[config.mk]
export PLATFORM = sky130hd
export DESIGN_NAME = inst_encoder_loader
export DESIGN_NICKNAME = d
export VERILOG_FILES = /design/src/rtl/inst_encoder_loader.sv
export SDC_FILE = /design/constraint.sdc
export NUM_CORES = 1
export LEC_CHECK = 0
export ABC_CLOCK_PERIOD_IN_PS = 2400
export CORE_MARGIN = 2
export CORE_UTILIZATION = 46
export CTS_CLUSTER_DIAMETER = 30
export DETAILED_ROUTE_END_ITERATION = 8
export HOLD_SLACK_MARGIN = 0.12
export PLACE_DENSITY_LB_ADDON = 0.25
export SLEW_MARGIN = 5
export SYNTH_ARGS = -nofsm -noshare
export SYNTH_HDL_FRONTEND = slang
export SYNTH_SLANG_ARGS = --single-unit
[constraint.sdc]
create_clock -name clk -period 2.4 [get_ports clk]
set_input_delay 0.48 -clock clk [delete_from_list [all_inputs] [get_ports clk]]
set_output_delay 0.48 -clock clk [all_outputs]
set_load 0.005 [all_outputs]
[src/rtl/inst_encoder_loader.sv]
// Packs instruction field bundles into 32-bit ISA words and streams them into
// consecutive instruction-memory locations through a ready-handshaked write port.
module inst_encoder_loader #(
  parameter int            AW        = 8,
  parameter logic [AW-1:0] BASE_ADDR = '0
) (
  input  logic          clk,
  input  logic          rst_n,
  input  logic          clear,
  input  logic          in_valid,
  output logic          in_ready,
  input  logic [2:0]    in_opcode,
  input  logic [4:0]    in_r0,
  input  logic [4:0]    in_r1,
  input  logic [4:0]    in_r2,
  input  logic [15:0]   in_addr,
  output logic          mem_we,
  input  logic          mem_ready,
  output logic [AW-1:0] mem_waddr,
  output logic [31:0]   mem_wdata,
  output logic [AW:0]   wcount,
  output logic          full,
  output logic          err,
  output logic [7:0]    err_cnt
);

  typedef enum logic [1:0] {
    IDLE  = 2'd0,
    WRITE = 2'd1,
    FULL  = 2'd2
  } state_t;

  localparam logic [AW:0] DEPTH_CNT = {1'b1, {AW{1'b0}}};
  localparam logic [AW:0] LAST_CNT  = DEPTH_CNT - 1'b1;

  state_t          state_q, state_d;
  logic [AW-1:0]   ptr_q, ptr_d;
  logic [AW:0]     wcount_q, wcount_d;
  logic [31:0]     wdata_q, wdata_d;
  logic            err_q, err_d;
  logic [7:0]      err_cnt_q, err_cnt_d;
  logic            addr_ok;
  logic [31:0]     enc_word;

  // Opcode class picks the immediate width: 16 bits for 0-1, 15 for 2-3, 14 for 4-7.
  function automatic logic addr_in_range(input logic [2:0] op, input logic [15:0] addr);
    logic ok;
    if (op[2])      ok = (addr[15:14] == 2'b00);
    else if (op[1]) ok = ~addr[15];
    else            ok = 1'b1;
    return ok;
  endfunction

  function automatic logic [31:0] encode_inst(input logic [2:0]  op,
                                              input logic [4:0]  r0,
                                              input logic [4:0]  r1,
                                              input logic [4:0]  r2,
                                              input logic [15:0] addr);
    logic [31:0] w;
    if (op[2])      w = {op, r0, r1, r2, addr[13:0]};
    else if (op[1]) w = {op, r0, r1, 4'b0000, addr[14:0]};
    else            w = {op, r0, 3'b000, r1, addr};
    return w;
  endfunction

  assign addr_ok  = addr_in_range(in_opcode, in_addr);
  assign enc_word = encode_inst(in_opcode, in_r0, in_r1, in_r2, in_addr);

  always_comb begin
    state_d   = state_q;
    ptr_d     = ptr_q;
    wcount_d  = wcount_q;
    wdata_d   = wdata_q;
    err_d     = 1'b0;
    err_cnt_d = err_cnt_q;
    if (clear) begin
      // A pending write is abandoned even if memory would have taken it this cycle.
      state_d  = IDLE;
      ptr_d    = BASE_ADDR;
      wcount_d = '0;
    end else begin
      case (state_q)
        IDLE: begin
          if (in_valid) begin
            if (addr_ok) begin
              wdata_d = enc_word;
              state_d = WRITE;
            end else begin
              err_d = 1'b1;
              if (err_cnt_q != 8'hFF) err_cnt_d = err_cnt_q + 8'd1;
            end
          end
        end
        WRITE: begin
          if (mem_ready) begin
            ptr_d    = ptr_q + 1'b1;
            wcount_d = wcount_q + 1'b1;
            state_d  = (wcount_q == LAST_CNT) ? FULL : IDLE;
          end
        end
        FULL:    state_d = FULL;
        default: state_d = IDLE;
      endcase
    end
  end

  always_ff @(posedge clk or negedge rst_n) begin
    if (!rst_n) begin
      state_q   <= IDLE;
      ptr_q     <= BASE_ADDR;
      wcount_q  <= '0;
      wdata_q   <= '0;
      err_q     <= 1'b0;
      err_cnt_q <= '0;
    end else begin
      state_q   <= state_d;
      ptr_q     <= ptr_d;
      wcount_q  <= wcount_d;
      wdata_q   <= wdata_d;
      err_q     <= err_d;
      err_cnt_q <= err_cnt_d;
    end
  end

  assign in_ready  = rst_n & (state_q == IDLE) & ~clear;
  assign mem_we    = (state_q == WRITE);
  assign mem_waddr = ptr_q;
  assign mem_wdata = wdata_q;
  assign wcount    = wcount_q;
  assign full      = (state_q == FULL);
  assign err       = err_q;
  assign err_cnt   = err_cnt_q;

endmodule

==> out/qor.txt <==
Cell Chain, Critical Path - clkdlybuf4s50_1 -> nor4b_1 -> clkdlybuf4s50_1
Clock Path Buffers - 2
Pins over their slew limit - 0
CP max FO - 3
Netlist cell types - 30
Avg Cell Area, Syn - 11.52 sq um
Dominant register cell in the synthesized netlist - dfrtp_1
H-tree depth - 3
Vias in the first global route - 2152
Synth area leaders - dfrtp_1 58%, mux2_2 10%, xor2_1 3.7%
CP Class - input pin to output port
Worst-path clk slew - 0.07 ns
Critical Path AT - 1.83 ns
Worst Skew - 0.007692 ns
Hold_buf cts - 0
DR vias/cell - 5.098
Drt total wl - 5773 microns
Initial cell density of the core - 0.4717
CP max-delay cell - clkdlybuf4s50_1
Mapped Area - 2581 sq um
Leak pwr - 0.001669 uW
Met1 Wirelength - 2516 microns
Maxcap violations - 0
Worst Tran Pin Value - 0.7349 ns
Fmax - 433.6 MHz
Most used cell, CP - clkdlybuf4s50_1
Die Width - 78.91 microns
Final net count - 375
Most frequent cell after synthesis - dfrtp_1
# diodes - 0
Latest clock arrival within the worst-skew pair - 0.34 ns
DR WL/cell - 14.11 microns
Core Area - 5473 sq um
Final setup margin - 0.09366 ns
Final setup viols - 0
Worst min path class - input pin to async pin
HPWL after DPL - 4169 microns
Max rail drop VDD - 472.0 uV
Share of post-route cells with drive strength above 1 - 0.1484
Post-synth ARST share - 1.000
Top-Level Pins - 100
Syn_nets - 267
Port Buffers - 99
Final hold vios - 0
Total chip power - 3099 uW
Reg-to-Reg End - err_cnt[1]
Mapped Cells - 224
DRT antenna net count - 0
WL met2 - 2771 microns
GRT Resource Usage Total - 0.2055
Worst slack at placement - 0.07440 ns
Clock sinks - 60
DRT iter0 DRCs - 102
Largest net degree at the start of global routing - 61
Crit end category - output port
Initial antenna violation count - 0
RePlAce Congestion - 0.7493
Worst EP required - 1.92 ns
Total gr overflow - 0
Post-synthesis sequential area ratio - 0.5817
First-pass GRT wire length - 9763 microns
Outcome - finished clean
EDFF count, synth - 0
Synth warn - 0
Top Layer Used - met4
Final worst-path cycle share - 0.9610
Pwr/cell area - 789.4 nW/um^2
Drt first pass iters - 4
CTS tree - built
Utilization after layout - 0.7174
Post-CTS Resized - 0
RSZ-0062 raised after global routing - false
DRC viols - 0
CTS root buf - clkbuf_8
Die height - 78.91 microns
P&R area growth vs syn - 52.11%
Launching point of the worst reg2reg path - state_q[0]
FF-to-FF path depth - 4
Inserted Clock Buffers - 9
R2r setup slk - 0.60 ns
Row Count - 27
Post-synth top area share - 0.5817
CP startpoint - clear
Die area - 6227 sq um
Area leader, netlist - dfrtp_1
Final period demand of the worst path - 2.306 ns
Flops & latches, synth - 60
Post-synth top cells - 60 x dfrtp_1, 24 x mux2_2, 21 x nand2_1
Met3 Routed Length - 373 microns
Post-CTS setup repair buffer count - 0
Slew HR - 0.5101
Max stage delay on crit path - 0.56 ns
Setup TNS - 0 ns
Routed via count - 2085
Type of origin of the critical path - input pin
power breakdown:
part | internal (uW) | switching (uW)
sequential | 1190 | 136
clock | 670 | 381
combinational | 488 | 235
total | 2350 | 752
kinds of logic after synthesis:
logic type | after synthesis | share of synthesized area
buffers and inverters | 14 | 0.02181
adders and majority gates | 4 | 0.01939
and+or+nand+nor | 72 | 0.1362
AOI/OAI and AO/OA | 30 | 0.06690
muxes | 27 | 0.1163
xor gates and xnor gates | 17 | 0.05768
DFF | 60 | 0.5817
worst max-delay path by stage:
| stage | to | slack, ns | cells past startpoint |
|---|---|---|---|
| final | in_ready | 0.09 | 3 |
| after global routing | in_ready | 0.02 | 3 |
| after CTS | in_ready | 0.1 | 3 |
| after detailed placement | err_cnt[1] | 0.07 | 5 |
| after global placement | err_cnt[1] | 0.10 | 5 |
| after floorplan | err_cnt[1] | 0.71 | 4 |
layout by cell type (no fill, tap or decap), types with 2 or more instances in the layout:
cell              n
or3_1             2
a22oi_1           4
nand3_1           7
mux2i_1           3
nor3_1            5
clkbuf_8         12
buf_4             6
a21oi_1           6
mux2_2           24
dfrtp_1          60
ha_1              4
xor2_1           11
clkdlybuf4s50_1  98
nor4_1            3
and3_1            2
nand2_1          21
nand4_1           7
bufinv_16         2
inv_1             5
xnor2_1           6
nor2_1           18
o21ai_0          16
sequential cells by signal, summed over array words and instances, names as in the netlist:
register and cells:
err 1, err_cnt 8, mem_waddr 8, mem_wdata 32
state_q 2, wcount 9
routing by layer:
layer / up-vias / global-route usage
li1: 997 / -
met1: 1014 / 0.2570
met2: 66 / 0.3205
met3: 8 / 0.07159
met4: 0 / 0.09828
met5: - / 0
critical path: cells and delay by family:
family,cells,cell delay [ns]
buffers and inverters,2,1.02
AND/OR/NAND/NOR,1,0.33
through the flow:
stage | hold slack [ns] | cells | area, sq um
floorplan | 0.1844 | 224 | 2581
global placement | 0.4642 | 393 | 3690
detailed placement | 0.4701 | 393 | 3690
CTS | 0.3514 | 409 | 3926
global route | 0.3877 | 409 | 3926
finish | 0.3232 | 409 | 3926
layout make-up:
type | instances | area, sq um
fill | 415 | 1546
sequential | 60 | 1501
timing repair buffer | 106 | 1051
multi-input combinational | 150 | 1028
clock buffer | 13 | 168.9
tap | 72 | 90.09
clock inverter | 3 | 67.56
inverter | 5 | 18.77
Note: power is estimated with default switching activity, not from simulation.
